`config.mk`:
```
export PLATFORM = sky130hd
export DESIGN_NAME = muldiv_sequencer_flat
export DESIGN_NICKNAME = d
export VERILOG_FILES = /design/src/rtl/muldiv_sequencer_if.sv /design/src/rtl/muldiv_sequencer.sv /design/src/flat_wrapper.sv
export SDC_FILE = /design/constraint.sdc
export NUM_CORES = 1
export LEC_CHECK = 0
export BUFFER_PORTS_ARGS = -buffer_cell sky130_fd_sc_hd__buf_2
export CORE_AREA = 3 3 158 160
export CTS_CLUSTER_SIZE = 14
export DETAILED_ROUTE_END_ITERATION = 8
export DIE_AREA = 0 0 161 163
export PLACE_DENSITY_LB_ADDON = 0.08
export SLEW_MARGIN = 20
export SYNTH_ARGS = -nofsm -noshare
export SYNTH_HDL_FRONTEND = slang
export SYNTH_SLANG_ARGS = --single-unit
```
`constraint.sdc`:
```
create_clock -name clk -period 3.3 [get_ports clk]
set_input_delay 0.33 -clock clk [delete_from_list [all_inputs] [get_ports clk]]
set_output_delay 0.33 -clock clk [all_outputs]
set_load 0.1 [all_outputs]
```
`src/rtl/muldiv_sequencer_if.sv`:
```
// Bus between the EX stage and the iterative multiply/divide sequencer.
// Handshake: the EX stage holds start (with op/opA/opB) high for as long as
// the instruction sits in EX; while stall=1 the pipeline is frozen, so start
// stays asserted. done is a one-cycle result-valid pulse, and result is
// meaningful while done=1. flush kills the EX instruction in any state.
interface muldiv_sequencer_if #(
    parameter int WIDTH = 32
);
    logic             start;
    logic [1:0]       op;
    logic [WIDTH-1:0] opA;
    logic [WIDTH-1:0] opB;
    logic             flush;
    logic             stall;
    logic             done;
    logic [WIDTH-1:0] result;

    // EX-stage side
    modport master (
        output start, op, opA, opB, flush,
        input  stall, done, result
    );

    // Sequencer side
    modport slave (
        input  start, op, opA, opB, flush,
        output stall, done, result
    );
endinterface

```
`src/rtl/muldiv_sequencer.sv`:
```
// Iterative unsigned multiply/divide unit beside the EX-stage ALU.
// MUL/MULHU use a shift-add product held in {hi_q, lo_q}; DIVU/REMU use a
// restoring divider with the remainder in hi_q and the quotient in lo_q.
// One iteration per cycle, WIDTH iterations per operation. Divide by zero
// skips the iterations and goes straight to DONE.
// dbg_state_o encoding: 0 IDLE, 1 RUN, 2 DONE.
module muldiv_sequencer #(
    parameter int WIDTH = 32
) (
    input  logic              clk,
    input  logic              rst_n,
    muldiv_sequencer_if.slave bus,
    output logic [1:0]        dbg_state_o
);
    localparam int CW = (WIDTH > 1) ? $clog2(WIDTH) : 1;
    localparam logic [CW-1:0] LAST_CNT = CW'(WIDTH - 1);

    typedef enum logic [1:0] {
        S_IDLE = 2'd0,
        S_RUN  = 2'd1,
        S_DONE = 2'd2
    } state_t;

    state_t           state_q, state_d;
    logic [CW-1:0]    cnt_q, cnt_d;
    logic [1:0]       op_q, op_d;
    logic [WIDTH-1:0] mcand_q, mcand_d;   // multiplicand or divisor
    logic [WIDTH:0]   hi_q, hi_d;         // product upper half / remainder
    logic [WIDTH-1:0] lo_q, lo_d;         // multiplier / quotient
    logic             done_q, done_d;
    logic [WIDTH-1:0] result_q, result_d;
    logic             stall_c;

    logic [WIDTH:0]   mul_sum;
    logic [WIDTH:0]   div_shift;
    logic [WIDTH+1:0] div_diff;
    logic [WIDTH:0]   iter_hi;
    logic [WIDTH-1:0] iter_lo;
    logic [WIDTH-1:0] iter_sel;

    // One multiply or divide iteration computed from the current registers
    always_comb begin
        mul_sum   = {1'b0, hi_q[WIDTH-1:0]} + (lo_q[0] ? {1'b0, mcand_q} : '0);
        div_shift = {hi_q[WIDTH-1:0], lo_q[WIDTH-1]};
        div_diff  = {1'b0, div_shift} - {2'b00, mcand_q};
        iter_hi   = hi_q;
        iter_lo   = lo_q;
        if (op_q[1]) begin
            // Trial subtraction; a clear top bit means no borrow
            if (!div_diff[WIDTH+1]) begin
                iter_hi = div_diff[WIDTH:0];
                iter_lo = {lo_q[WIDTH-2:0], 1'b1};
            end else begin
                iter_hi = div_shift;
                iter_lo = {lo_q[WIDTH-2:0], 1'b0};
            end
        end else begin
            // Add-then-shift keeps the carry out of the upper half
            iter_hi = {1'b0, mul_sum[WIDTH:1]};
            iter_lo = {mul_sum[0], lo_q[WIDTH-1:1]};
        end
        // op bit 0 selects the upper half (MULHU) or the remainder (REMU)
        iter_sel = op_q[0] ? iter_hi[WIDTH-1:0] : iter_lo;
    end

    // Next-state, datapath update and stall generation
    always_comb begin
        state_d  = state_q;
        cnt_d    = cnt_q;
        op_d     = op_q;
        mcand_d  = mcand_q;
        hi_d     = hi_q;
        lo_d     = lo_q;
        done_d   = 1'b0;
        result_d = result_q;
        stall_c  = 1'b0;
        case (state_q)
            S_IDLE: begin
                if (bus.start && !bus.flush) begin
                    stall_c = 1'b1;
                    op_d    = bus.op;
                    mcand_d = bus.opB;
                    hi_d    = '0;
                    lo_d    = bus.opA;
                    cnt_d   = '0;
                    if (bus.op[1] && (bus.opB == '0)) begin
                        state_d  = S_DONE;
                        done_d   = 1'b1;
                        result_d = bus.op[0] ? bus.opA : '1;
                    end else begin
                        state_d = S_RUN;
                    end
                end
            end
            S_RUN: begin
                if (bus.flush) begin
                    state_d = S_IDLE;
                end else begin
                    stall_c = 1'b1;
                    hi_d    = iter_hi;
                    lo_d    = iter_lo;
                    if (cnt_q == LAST_CNT) begin
                        cnt_d    = '0;
                        state_d  = S_DONE;
                        done_d   = 1'b1;
                        result_d = iter_sel;
                    end else begin
                        cnt_d = cnt_q + 1'b1;
                    end
                end
            end
            S_DONE: begin
                state_d = S_IDLE;
            end
            default: begin
                state_d = S_IDLE;
            end
        endcase
    end

    // State and datapath registers
    always_ff @(posedge clk or negedge rst_n) begin
        if (!rst_n) begin
            state_q  <= S_IDLE;
            cnt_q    <= '0;
            op_q     <= '0;
            mcand_q  <= '0;
            hi_q     <= '0;
            lo_q     <= '0;
            done_q   <= 1'b0;
            result_q <= '0;
        end else begin
            state_q  <= state_d;
            cnt_q    <= cnt_d;
            op_q     <= op_d;
            mcand_q  <= mcand_d;
            hi_q     <= hi_d;
            lo_q     <= lo_d;
            done_q   <= done_d;
            result_q <= result_d;
        end
    end

    assign bus.stall   = stall_c;
    assign bus.done    = done_q & ~bus.flush;
    assign bus.result  = result_q;
    assign dbg_state_o = state_q;
endmodule

```
`src/flat_wrapper.sv`:
```
// flat-port wrapper written by rule: the top's interface ports become plain ports
module muldiv_sequencer_flat 
#(
    parameter int WIDTH = 32
)
  (clk, rst_n, dbg_state_o, bus_start, bus_op, bus_opA, bus_opB, bus_flush, bus_stall, bus_done, bus_result);
  muldiv_sequencer_if #(.WIDTH(WIDTH)) bus_i ();
  input  logic clk;
  input  logic rst_n;
  output logic [1:0] dbg_state_o;
  input wire logic [$bits(bus_i.start)-1:0] bus_start;
  input wire logic [$bits(bus_i.op)-1:0] bus_op;
  input wire logic [$bits(bus_i.opA)-1:0] bus_opA;
  input wire logic [$bits(bus_i.opB)-1:0] bus_opB;
  input wire logic [$bits(bus_i.flush)-1:0] bus_flush;
  output wire logic [$bits(bus_i.stall)-1:0] bus_stall;
  output wire logic [$bits(bus_i.done)-1:0] bus_done;
  output wire logic [$bits(bus_i.result)-1:0] bus_result;
  assign bus_i.start = bus_start;
  assign bus_i.op = bus_op;
  assign bus_i.opA = bus_opA;
  assign bus_i.opB = bus_opB;
  assign bus_i.flush = bus_flush;
  assign bus_stall = bus_i.stall;
  assign bus_done = bus_i.done;
  assign bus_result = bus_i.result;
  muldiv_sequencer #(.WIDTH(WIDTH)) u_core (.clk(clk), .rst_n(rst_n), .bus(bus_i), .dbg_state_o(dbg_state_o));
endmodule
```
==> results.rst, run 1 <==
.. list-table::
   :header-rows: 1

   * - Metric
     - Value
   * - Mapped Nets
     - around 1.5k
   * - Starting utilization of the core area
     - a little under half
   * - Number of distinct standard cells referenced by the synthesized netlist
     - 68
   * - Clock group share of total power
     - 24.4%
   * - Count of pins on the block boundary
     - between 100 and 150
   * - Vias in the first global route
     - 10.48k
   * - Data arrival, critical path
     - around 3.8 ns
   * - Storage cell area
     - 0.003458 sq mm
   * - Net switching power
     - 3.364 mW
   * - Critical path type
     - reg2reg
   * - Critical path startpoint category
     - flop
   * - Number of vias in the routed layout
     - 10.94k
   * - Critical Path Fanout Max
     - 3
   * - Worst Path Required
     - 3.67 ns
   * - Sw Ratio
     - between 40% and 50%
   * - Clock slew at the register clock pins of the worst setup and hold paths
     - 0.07 ns
   * - Fraction of layout cells with a size suffix above 1
     - 29.70%
   * - DPL Wire Length
     - 26360 microns
   * - Final ANT Viol Nets
     - 0
   * - P per Cell Area
     - 578.6 mW/mm^2
   * - Cell Int Power
     - 4.874 mW
   * - Cells taking the most area after synthesis
     - dfrtp_1, o21ai_0, ha_1
   * - Port Buffer Count
     - approximately 110
   * - Number of synthesized register bits
     - 138
   * - Adder and majority gate portion of the synthesized area
     - 8.124%
   * - Layout overhead on the synthesized area
     - 33.60%
   * - Floorplan die height
     - 163 microns
   * - Slew headroom
     - 29.73%
   * - Routed length per instance
     - 18.97 microns
   * - Class of the worst hold path
     - in2reg
   * - Worst path max stage delay
     - 0.60 ns
   * - TritonCTS clock tree
     - done
   * - Finished Core Util
     - 60.48%
   * - Placeable core region
     - 0.02354 sq mm
   * - Count of buffering cells on the critical path with inverters included
     - 1
   * - LEAKAGE
     - 6.886 nW
   * - Overflow left after global routing
     - 0
   * - Share of power burned in combinational logic
     - 49.1%
   * - Maximum level of the CTS H-tree
     - 4
   * - Nets
     - around 1.7k
   * - Post-synthesis compound-gate area fraction
     - 27.19%
   * - Failing checks
     - setup timing
   * - Status
     - complete, but fails checks
   * - Routed wire length
     - 36200 microns
   * - Post-synth design cell area
     - 0.01066 sq mm
   * - Cell count after synthesis
     - about 1.3k
   * - Share of the synthesized area in the top cell type
     - 32.40%
   * - # rows
     - 56
   * - Number of antenna violations at the first check in global routing
     - 0
   * - Hold Fails Final Rpt
     - 0
   * - Worst-case vdd ir drop
     - 0.0003511 V
   * - Setup ws final
     - -0.08991 ns
   * - Maximum number of pins on one net before global-route repair
     - 101
   * - All-layer global routing usage
     - 27.14%
   * - Remaining routing DRC violations
     - 0
   * - Library cell occupying the most area in the post-synthesis netlist
     - dfrtp_1
   * - Maximum root-to-sink buffer count
     - 2
   * - Final Setup Violations
     - 14
   * - Worst flop-to-flop path startpoint
     - u_core.mcand_q[9]
   * - Worst Tran Pin Value
     - 1.053 ns
   * - Number of enable-type register cells in the synthesized netlist
     - 0
   * - Worst Setup End Kind
     - flop
   * - Via-to-Cell Ratio
     - 5.733
   * - TritonCTS sink count
     - between 100 and 150
   * - Maximum clock skew at final layout
     - 0.009581 ns
   * - Post-Place Setup Slack
     - -0.2876 ns
   * - Synth warnings
     - 0
   * - Number of buffers added by the clock tree synthesis step
     - 17
   * - Antenna cell count
     - 0
   * - Filler instances
     - 2150
   * - Largest delay contributor family on the critical path
     - compound AO/OA/AOI/OAI gates
   * - Fraction of the mapped netlist area in simple logic gates
     - 18.02%
   * - Sequential area share after synthesis
     - 32.40%
   * - Slowest CP cell
     - or4_1
   * - Max-slew violations
     - 0
   * - Synthesized area per cell
     - 8.037 sq um
   * - Top FF cell, synth
     - dfrtp_1
   * - DRC violation total after the first TritonRoute iteration
     - 763
   * - Final cycle utilization of the critical path
     - 102.7%
   * - # Max-Cap Violations
     - 0
   * - Skew-Pair Late Insertion Delay
     - roughly 0.43 ns
   * - Startpoint of the worst hold path
     - bus_opB[9]
   * - Global-route wire length before repair
     - 56370 microns
   * - Share of synthesized area spent on multiplexers
     - under 10%
   * - Minimum clock period after layout
     - 3.390 ns
   * - Unrepaired setup endpoints after global routing
     - yes
   * - Async set-or-reset flop fraction in the synthesized netlist
     - 100.0%
   * - Xor/xnor share of the synthesized area
     - roughly 3.9%
   * - Relative contribution of sequential cells to total power
     - about a quarter
   * - Initial DRT Pass Iterations
     - 5
   * - Maximum clock frequency
     - ~300 MHz
   * - Largest family of logic cells by synthesized area
     - compound AO/OA/AOI/OAI gates
   * - Root Driver
     - clkbuf_16
   * - Worst-path cell chain
     - inv_2, ha_4, nand4_1, nor4_4, o21ai_4, a2111oi_4, o21ai_2, a21o_1, or4_1, a22oi_2, o21a_1, a221o_1
   * - RePlAce Congestion
     - ~0.95
   * - Area taken by multi-input logic gates
     - 0.007388 sq mm
   * - Worst setup path start
     - u_core.mcand_q[9]
   * - Die X
     - around 160 microns
   * - Area of the die
     - between 0.02 and 0.03 sq mm
## power by group through the flow
stage / sequential (mW) / clock [mW] / combinational [mW]
2_1_floorplan: 2.09 / 0 / 2.14
3_3_place_gp: 2.18 / 0 / 3.43
3_5_place_dp: 2.18 / 0 / 3.46
4_1_cts: 2.16 / 2.04 / 3.57
5_1_grt: 2.20 / 2.11 / 4.42
6_report: 2.18 / 2.01 / 4.05
## per-stage QoR
stage / power [mW] / setup TNS (ns) / instances / hold WS [ns] / instance area, sq um
6_report: 8.238 / -0.6969 / 1908 / 0.1132 / 14240
3_3_place_gp: 5.613 / -2.006 / 1852 / 0.3757 / 12670
3_5_place_dp: 5.642 / -2.524 / 1852 / 0.3725 / 12670
2_1_floorplan: 4.225 / 0 / 1326 / 0.03441 / 10660
4_1_cts: 7.761 / -0.1043 / 1888 / 0.1026 / 13440
5_1_grt: 8.736 / -4.920 / 1908 / 0.1057 / 14240
## cell families after synthesis
family | Yosys count
compound gates | 465
simple gates | 423
flops | 138
buf+inv | 130
fa+ha+maj | 68
mux | 55
xor+xnor | 47
## routing by layer
layer | track usage, % | part of all wire (%)
met2 | 45.76 | 49
met5 | 0 | 0
met4 | 11.26 | 3.8
met3 | 3.459 | 3.6
met1 | 35.37 | 44
## tightest hold or removal path: cells and delay by family
kind,cells,cell delay (ns)
AND/OR/NAND/NOR,1,0.04
buffers and inverters,1,0.08
AO/OA/AOI/OAI,1,0.06
## area by class of cell
cell class,instances,share of cell area [%]
Timing Repair Buffer,310,15.45
Inverter,51,1.344
Clock buffer,17,2.988
Sequential cell,138,24.29
Clock inverter,15,1.239
Multi-Input combinational cell,1058,51.89
Tap cell,319,2.803
## timing repair
item	in CTS	in global routing
pin swaps	13	64
buffers inserted	3	22
endpoints found under the hold margin	63	0
endpoints found under the setup margin	32	56
resized for setup	32	147
gates cloned	0	1
hold buffers	1	0
## layout by cell type (no fill, tap or decap), drive strengths merged, types with 22 or more instances in the layout
master	count
buf	308
o21ai	170
nand2	169
dfrtp	138
a21oi	109
nor2	106
ha	66
inv	60
mux2i	48
and2	37
a21o	29
nor3	27
xnor2	25
a31oi	23
a22o	22
xor2	22
## registers in the layout, indices dropped and copies added, names as in the netlist
signal / count
u_core.dbg_state_o: 2
u_core.cnt_q: 5
u_core.op_q: 2
u_core.lo_q: 32
u_core.mcand_q: 32
u_core.hi_q: 32
u_core.bus.result: 32
u_core.done_q: 1
## worst paths after layout
check / endpoint / slack [ns] / cells past startpoint
worst max-delay path: u_core.bus.result[17] / -0.09 / 12
worst min-delay path: u_core.mcand_q[9] / 0.11 / 3
worst max register to register: u_core.bus.result[17] / -0.09 / 12
worst min register to register: u_core.bus.result[1] / 0.48 / 2
max in group asynchronous: u_core.lo_q[4] / 2.13 / 3
min in group asynchronous: u_core.hi_q[9] / 0.44 / 2
## Yosys cell counts (all sizes together) (5+ instances only)
library cell / number
xor2: 22
or3: 5
nor3: 27
and3: 11
a21o: 29
o21bai: 8
nor2: 106
nor2b: 5
a211oi: 11
buf: 12
o21a: 15
mux2i: 48
nand2b: 11
a22o: 22
o211ai: 17
inv: 51
nor4: 10
and2: 37
o21ai: 170
ha: 66
nand2: 169
nand3: 20
xnor2: 25
clkbuf: 67
a21oi: 109
a211o: 11
a31oi: 23
dfrtp: 138
nand4: 8
o31ai: 7
Note: power is estimated with default switching activity, not from simulation.
==> run 2: changes to the inputs <==
- CORE_AREA: 3 3 158 160 -> 2 2 157 159
- DIE_AREA: 0 0 161 163 -> 0 0 159 161
==> run 2 against run 1 <==
Effect of this change: the flow still finishes with violations (setup timing); non-clock buffer count down 3; count of clock-buffer cells in the layout rose by 1; power is 1.9% lower; sequential power hardly changed; final cell count grew 0.16%; sequential cell count unchanged; clock power about the same; critical path type unchanged; critical endpoint is now u_core.bus.result[30]; highest routed layer unchanged.
==> results.rst, run 2 (synthesized netlist as in run 1, its figures left out) <==
.. list-table::
   :header-rows: 1

   * - Metric
     - Value
   * - DPL Wire Length
     - 26540 microns (was 26360 microns)
   * - Placeable core region
     - 0.02396 sq mm (was 0.02354 sq mm)
   * - Critical path startpoint category
     - flop (unchanged)
   * - Clock group share of total power
     - 25.1% (was 24.4%)
   * - Relative contribution of sequential cells to total power
     - 26.6% (was 26.5%)
   * - Count of non-filler cells in the finished layout
     - 1911 (was 1908)
   * - Worst Setup End Kind
     - flop (unchanged)
   * - Nets
     - 1711 (was 1714)
   * - Floorplan die height
     - 161 microns (was 163 microns)
   * - TritonCTS sink count
     - 138 (unchanged)
   * - Maximum clock frequency
     - 299.2 MHz (was 295.0 MHz)
   * - Post-Route Setup TNS
     - -0.1034 ns (was -0.6969 ns)
   * - RePlAce Congestion
     - 0.9408 (was 0.9513)
   * - TritonCTS clock tree
     - done (unchanged)
   * - Total instance count after detailed placement
     - 1860 (was 1852)
   * - Port Buffer Count
     - 105 (unchanged)
   * - Critical path type
     - reg2reg (unchanged)
   * - Final Setup Violations
     - 5 (was 14)
   * - All-layer global routing usage
     - 28.53% (was 27.14%)
   * - Largest delay contributor family on the critical path
     - compound AO/OA/AOI/OAI gates (unchanged)
   * - Root Driver
     - clkbuf_16 (unchanged)
   * - Maximum number of pins on one net before global-route repair
     - 101 (unchanged)
   * - Routed length per instance
     - 19.34 microns (was 18.97 microns)
   * - Initial DRT Pass Iterations
     - 4 (was 5)
   * - Slew headroom
     - 29.75% (was 29.73%)
   * - Number of vias in the routed layout
     - 11.00k (was 10.94k)
   * - Unrepaired setup endpoints after global routing
     - yes (unchanged)
   * - Worst Path Required
     - 3.57 ns (was 3.67 ns)
   * - Maximum clock skew at final layout
     - 0.01547 ns (was 0.009581 ns)
   * - Global-route wire length before repair
     - 57800 microns (was 56370 microns)
   * - DRC violation total after the first TritonRoute iteration
     - 696 (was 763)
   * - Most common cell after layout, fill and taps aside
     - buf_4 (unchanged)
   * - Commonest cells after routing, fill and taps aside
     - buf_4, nand2_1, o21ai_0 (unchanged)
   * - Cell mode on critical path
     - a21oi_1
   * - Post-Place Setup Slack
     - -0.2736 ns (was -0.2876 ns)
   * - Die X
     - 159 microns (was 161 microns)
   * - Slowest CP cell
     - dfrtp_2 (was or4_1)
   * - Max-slew violations
     - 0 (unchanged)
   * - Cell Int Power
     - 4.793 mW (was 4.874 mW)
   * - Vias in the first global route
     - 10.84k (was 10.48k)
   * - Critical Path Fanout Max
     - 8 (was 3)
   * - Worst-case vdd ir drop
     - 0.0003153 V (was 0.0003511 V)
   * - Net switching power
     - 3.288 mW (was 3.364 mW)
   * - Sw Ratio
     - 40.69% (was 40.84%)
   * - Maximum level of the CTS H-tree
     - 4 (unchanged)
   * - Worst-path cell chain
     - buf_12, and2_1, ha_1, o21ai_1, o31a_1, o21bai_2, a41o_1, a21o_1, a221oi_2, buf_4, a21oi_1, mux2i_1, a32oi_2, a21oi_1 (was inv_2, ha_4, nand4_1, nor4_4, o21ai_4, a2111oi_4, o21ai_2, a21o_1, or4_1, a22oi_2, o21a_1, a221o_1)
   * - Worst Tran Pin Value
     - 1.053 ns (about the same)
   * - Setup ws final
     - -0.04183 ns (was -0.08991 ns)
   * - Area of the die
     - 0.02560 sq mm (was 0.02624 sq mm)
   * - Worst Hold Path Cells
     - 3 (unchanged)
   * - Count of buffering cells on the critical path with inverters included
     - 2 (was 1)
   * - Fraction of layout cells with a size suffix above 1
     - 28.31% (was 29.70%)
   * - Number of buffers added by the clock tree synthesis step
     - 17 (unchanged)
   * - Critical path depth in cells
     - 14 (was 12)
   * - P per Cell Area
     - 576.3 mW/mm^2 (was 578.6 mW/mm^2)
   * - Status
     - complete, but fails checks (unchanged)
   * - Failing checks
     - setup timing (unchanged)
   * - Number of antenna violations at the first check in global routing
     - 0 (unchanged)
   * - # Max-Cap Violations
     - 0 (unchanged)
   * - Maximum root-to-sink buffer count
     - 2 (unchanged)
   * - LEAKAGE
     - 6.779 nW (was 6.886 nW)
   * - Share of power burned in combinational logic
     - 48.3% (was 49.1%)
   * - Remaining routing DRC violations
     - 0 (unchanged)
   * - Overflow left after global routing
     - 0 (unchanged)
   * - FF-to-FF path depth
     - 14 (was 12)
   * - Via-to-Cell Ratio
     - 5.755 (was 5.733)
   * - Worst path max stage delay
     - 0.50 ns (was 0.60 ns)
   * - Final ANT Viol Nets
     - 0 (unchanged)
   * - Minimum clock period after layout
     - 3.342 ns (was 3.390 ns)
   * - Final cycle utilization of the critical path
     - 101.3% (was 102.7%)
   * - Starting utilization of the core area
     - 44.48% (was 45.27%)
   * - Class of the worst hold path
     - in2reg (unchanged)
   * - Clock slew at the register clock pins of the worst setup and hold paths
     - 0.07 ns (about the same)
   * - # rows
     - 57 (was 56)
   * - Layout overhead on the synthesized area
     - 31.58% (was 33.60%)
   * - Skew-Pair Late Insertion Delay
     - 0.44 ns (was 0.43 ns)
   * - Count of pins on the block boundary
     - 106 (unchanged)
   * - Routed wire length
     - 36950 microns (was 36200 microns)
   * - Data arrival, critical path
     - 3.61 ns (was 3.76 ns)
   * - Hold Fails Final Rpt
     - 0 (unchanged)
## run 2: worst paths after layout
path	startpoint	end	slack, ns
min in group asynchronous	rst_n	u_core.mcand_q[8]	0.46
min reg2reg	u_core.bus.result[1]	u_core.bus.result[1]	0.48
max reg2reg	u_core.lo_q[0]	u_core.bus.result[30]	-0.04
max	u_core.lo_q[0]	u_core.bus.result[30]	-0.04
min	bus_opB[13]	u_core.mcand_q[13]	0.11
max in group asynchronous	rst_n	u_core.lo_q[18]	1.89
## run 2: worst register-to-register path: cells and delay by family (launching register included)
family,cells,cell delay [ns]
AOI/OAI and AO/OA,9,1.75
DFF,1,0.50
buffers and inverters,2,0.33
muxes,1,0.14
and+or+nand+nor,1,0.13
adders and majority gates,1,0.32
## run 2: power groups by stage
stage | logic, mW | registers [mW] | clock network [mW]
after floorplan | 2.14 | 2.09 | 0
after global placement | 3.50 | 2.15 | 0
after detailed placement | 3.51 | 2.16 | 0
after CTS | 3.62 | 2.13 | 2.05
after global routing | 4.26 | 2.18 | 2.12
final | 3.90 | 2.15 | 2.03
## run 2: what timing repair did
action,in CTS,in global routing
resized for setup,32,97
pin swaps,9,54
endpoints found under the hold margin,69,0
gates cloned,0,2
setup buffers,2,14
setup endpoints to repair,21,49
hold buffers,1,0
## run 2: cell type report
type,instances,area (sq um)
Tap cell,324,405.4
Antenna cell,1,2.502
Fill cell,2264,9940
Clock inverter,14,150.1
Clock buffer,18,439.2
Inverter,51,191.4
Sequential cell,138,3458
Multi-Input combinational cell,1058,7236
Timing Repair Buffer,307,2141
## run 2: routing by layer
layer	track usage, %	wire length, microns	part of all wire [%]	vias up
met2	49.05	18190	49	322
met5	0	0	0	-
li1	-	-	-	5283
met4	14.50	1594	4.3	0
met1	35.82	15710	43	5312
met3	2.979	1456	3.9	81
## run 2: through the flow
stage | instance area [sq um] | utilization (%) | power (mW) | hold WS (ns)
3_5_place_dp | 12690 | 52.96 | 5.676 | 0.4015
3_3_place_gp | 12690 | 52.96 | 5.655 | 0.3970
4_1_cts | 13440 | 56.08 | 7.801 | 0.1015
5_1_grt | 14020 | 58.51 | 8.557 | 0.1174
2_1_floorplan | 10660 | - | 4.225 | 0.03441
6_report | 14020 | 58.52 | 8.082 | 0.1051
==> run 3: changes to the inputs <==
- RECOVER_POWER: default -> 25
==> run 3 against run 2 <==
Effect of this change: the flow finishes with violations (capacitance limit, slew limit, setup timing); largest power group unchanged; critical path type unchanged; die area is the same; highest routed layer unchanged; combinational power is essentially flat; power is essentially flat; worst hold slack lost 0.00052 ns; clock power is essentially flat.
==> results.rst, run 3 (synthesized netlist as in run 1, its figures left out) <==
.. list-table::
   :header-rows: 1

   * - Metric
     - Value
   * - Critical path startpoint category
     - flop (unchanged)
   * - Post-Route Setup TNS
     - -0.09261 ns (was -0.1034 ns)
   * - Cell area after placement
     - 0.01269 sq mm (unchanged)
   * - Data arrival, critical path
     - 3.60 ns (was 3.61 ns)
   * - Post-Place Setup Slack
     - -0.2736 ns (unchanged)
   * - Root Driver
     - clkbuf_16 (unchanged)
   * - # rows
     - 57 (unchanged)
   * - Antenna cell count
     - 0 (was 1)
   * - Initial DRT Pass Iterations
     - 5 (was 4)
   * - Minimum clock period after layout
     - 3.334 ns (was 3.342 ns)
   * - Startpoint of the worst hold path
     - bus_opB[13] (unchanged)
   * - Slew headroom
     - -34.83% (was 29.75%)
   * - Worst flop-to-flop path startpoint
     - u_core.lo_q[0] (unchanged)
   * - Worst-case vdd ir drop
     - 0.0003174 V (was 0.0003153 V)
   * - Worst Setup End Kind
     - flop (unchanged)
   * - LEAKAGE
     - 6.777 nW (was 6.779 nW)
   * - DPL Wire Length
     - 26540 microns (unchanged)
   * - Cell Int Power
     - 4.792 mW (was 4.793 mW)
   * - Maximum number of pins on one net before global-route repair
     - 101 (unchanged)
   * - Most common cell after layout, fill and taps aside
     - buf_4 (unchanged)
   * - Critical path type
     - reg2reg (unchanged)
   * - Count of pins on the block boundary
     - 106 (unchanged)
   * - Worst Path Required
     - 3.57 ns (about the same)
   * - Class of the worst hold path
     - in2reg (unchanged)
   * - Net switching power
     - 3.289 mW (was 3.288 mW)
   * - Clock slew at the register clock pins of the worst setup and hold paths
     - 0.07 ns (about the same)
   * - Commonest cells after routing, fill and taps aside
     - buf_4, nand2_1, o21ai_0 (unchanged)
   * - Number of buffers added by the clock tree synthesis step
     - 17 (unchanged)
   * - Maximum root-to-sink buffer count
     - 2 (unchanged)
   * - Hold slack
     - 0.1046 ns (was 0.1051 ns)
   * - Starting utilization of the core area
     - 44.48% (unchanged)
   * - Floorplan die height
     - 161 microns (unchanged)
   * - Placeable core region
     - 0.02396 sq mm (unchanged)
   * - Vias in the first global route
     - 10.84k (unchanged)
   * - Layout overhead on the synthesized area
     - 31.47% (was 31.58%)
   * - Failing checks
     - capacitance limit, slew limit, setup timing (was setup timing)
   * - Nets
     - 1711 (unchanged)
   * - All-layer global routing usage
     - 28.53% (unchanged)
   * - Routed wire length
     - 36960 microns (was 36950 microns)
   * - Skew-Pair Late Insertion Delay
     - 0.44 ns (about the same)
   * - Final cycle utilization of the critical path
     - 101.0% (was 101.3%)
   * - Worst Tran Pin Value
     - 2.022 ns (was 1.053 ns)
   * - Share of power burned in combinational logic
     - 48.2% (was 48.3%)
   * - Via-to-Cell Ratio
     - 5.749 (was 5.755)
   * - Fraction of layout cells with a size suffix above 1
     - 28.31% (unchanged)
   * - Relative contribution of sequential cells to total power
     - 26.6% (about the same)
   * - DRC violation total after the first TritonRoute iteration
     - 678 (was 696)
   * - Critical Path Fanout Max
     - 8 (unchanged)
   * - TritonCTS clock tree
     - done (unchanged)
   * - Sw Ratio
     - 40.70% (was 40.69%)
   * - Die X
     - 159 microns (unchanged)
   * - Unrepaired setup endpoints after global routing
     - yes (unchanged)
   * - TritonCTS sink count
     - 138 (unchanged)
   * - Number of vias in the routed layout
     - 10.98k (was 11.00k)
   * - Max-slew violations
     - 73 (was 0)
   * - Area of all placed cells without fillers
     - 0.01401 sq mm (was 0.01402 sq mm)
   * - Status
     - complete, but fails checks (unchanged)
   * - RePlAce Congestion
     - 0.9408 (unchanged)
   * - Area of the die
     - 0.02560 sq mm (unchanged)
   * - Maximum level of the CTS H-tree
     - 4 (unchanged)
   * - Maximum clock frequency
     - 300.0 MHz (was 299.2 MHz)
   * - Remaining routing DRC violations
     - 0 (unchanged)
   * - Routed length per instance
     - 19.35 microns (was 19.34 microns)
   * - Number of antenna violations at the first check in global routing
     - 0 (unchanged)
   * - Final ANT Viol Nets
     - 0 (unchanged)
   * - Finished Core Util
     - 58.47% (was 58.52%)
   * - Maximum clock skew at final layout
     - 0.01369 ns (was 0.01547 ns)
   * - Worst setup path start
     - u_core.lo_q[0] (unchanged)
   * - Global-route wire length before repair
     - 57800 microns (unchanged)
   * - Overflow left after global routing
     - 0 (unchanged)
   * - P per Cell Area
     - 576.7 mW/mm^2 (was 576.3 mW/mm^2)
   * - Final Setup Violations
     - 5 (unchanged)
   * - Port Buffer Count
     - 105 (unchanged)
   * - Hold Fails Final Rpt
     - 0 (unchanged)
   * - Clock group share of total power
     - 25.2% (was 25.1%)
   * - Setup ws final
     - -0.03368 ns (was -0.04183 ns)
   * - # Max-Cap Violations
     - 1 (was 0)
run 3: changes by cell type in the layout (fill, tap and decap cells not counted):
| cell | change |
|---|---|
| buf_4 | -1 |
| buf_6 | -1 |
| clkbuf_2 | +2 |
| diode_2 | -1 |
run 3: power groups by stage:
stage / sequential [mW] / clock (mW) / combinational [mW]
floorplan: 2.09 / 0 / 2.14
global placement: 2.15 / 0 / 3.50
detailed placement: 2.16 / 0 / 3.51
CTS: 2.13 / 2.05 / 3.62
global route: 2.18 / 2.12 / 4.26
finish: 2.15 / 2.03 / 3.90
run 3: repair_timing:
item                                   4_1_cts  5_1_grt
gates resized for setup                     32       97
setup endpoints to repair                   21       49
endpoints found under the hold margin       69        0
hold buffers                                 1        0
cloned                                       0        2
pin swaps                                    9       54
setup buffers                                2       14
run 3: final timing paths:
path	slack, ns	end	depth (start not counted)
max	-0.03	u_core.bus.result[30]	14
min	0.10	u_core.mcand_q[13]	3
max reg2reg	-0.03	u_core.bus.result[30]	14
min reg2reg	0.48	u_core.bus.result[1]	2
max in group asynchronous	0.84	u_core.op_q[1]	2
min in group asynchronous	0.98	u_core.hi_q[11]	2
run 3: worst max-delay path: stages (launching register included):
cell and delay [ns]:
dfrtp_2 0.50, buf_12 0.17, and2_1 0.13, ha_1 0.32
o21ai_1 0.15, o31a_1 0.26, o21bai_2 0.11, a41o_1 0.29
a21o_1 0.22, a221oi_2 0.27, buf_4 0.16, a21oi_1 0.07
mux2i_1 0.14, a32oi_2 0.24, a21oi_1 0.11
run 3: layer usage:
layer	track usage, %	vias up	part of all wire (%)
met3	2.979	79	3.7
met2	49.05	303	49
met1	35.82	5321	43
met5	0	-	0
met4	14.50	0	4.3
li1	-	5277	-
run 3: layout make-up:
class	instances	area, sq um
multi-input combinational	1058	7236
sequential	138	3458
fill	2265	9951
clock buffer	18	439.2
timing repair buffer	307	2132
tap	324	405.4
inverter	51	191.4
clock inverter	14	150.1
run 3: metrics by stage:
stage / power [mW] / cells
6_report: 8.081 / 1910
5_1_grt: 8.556 / 1910
4_1_cts: 7.801 / 1894
3_5_place_dp: 5.676 / 1860
3_3_place_gp: 5.655 / 1860
2_1_floorplan: 4.225 / 1326
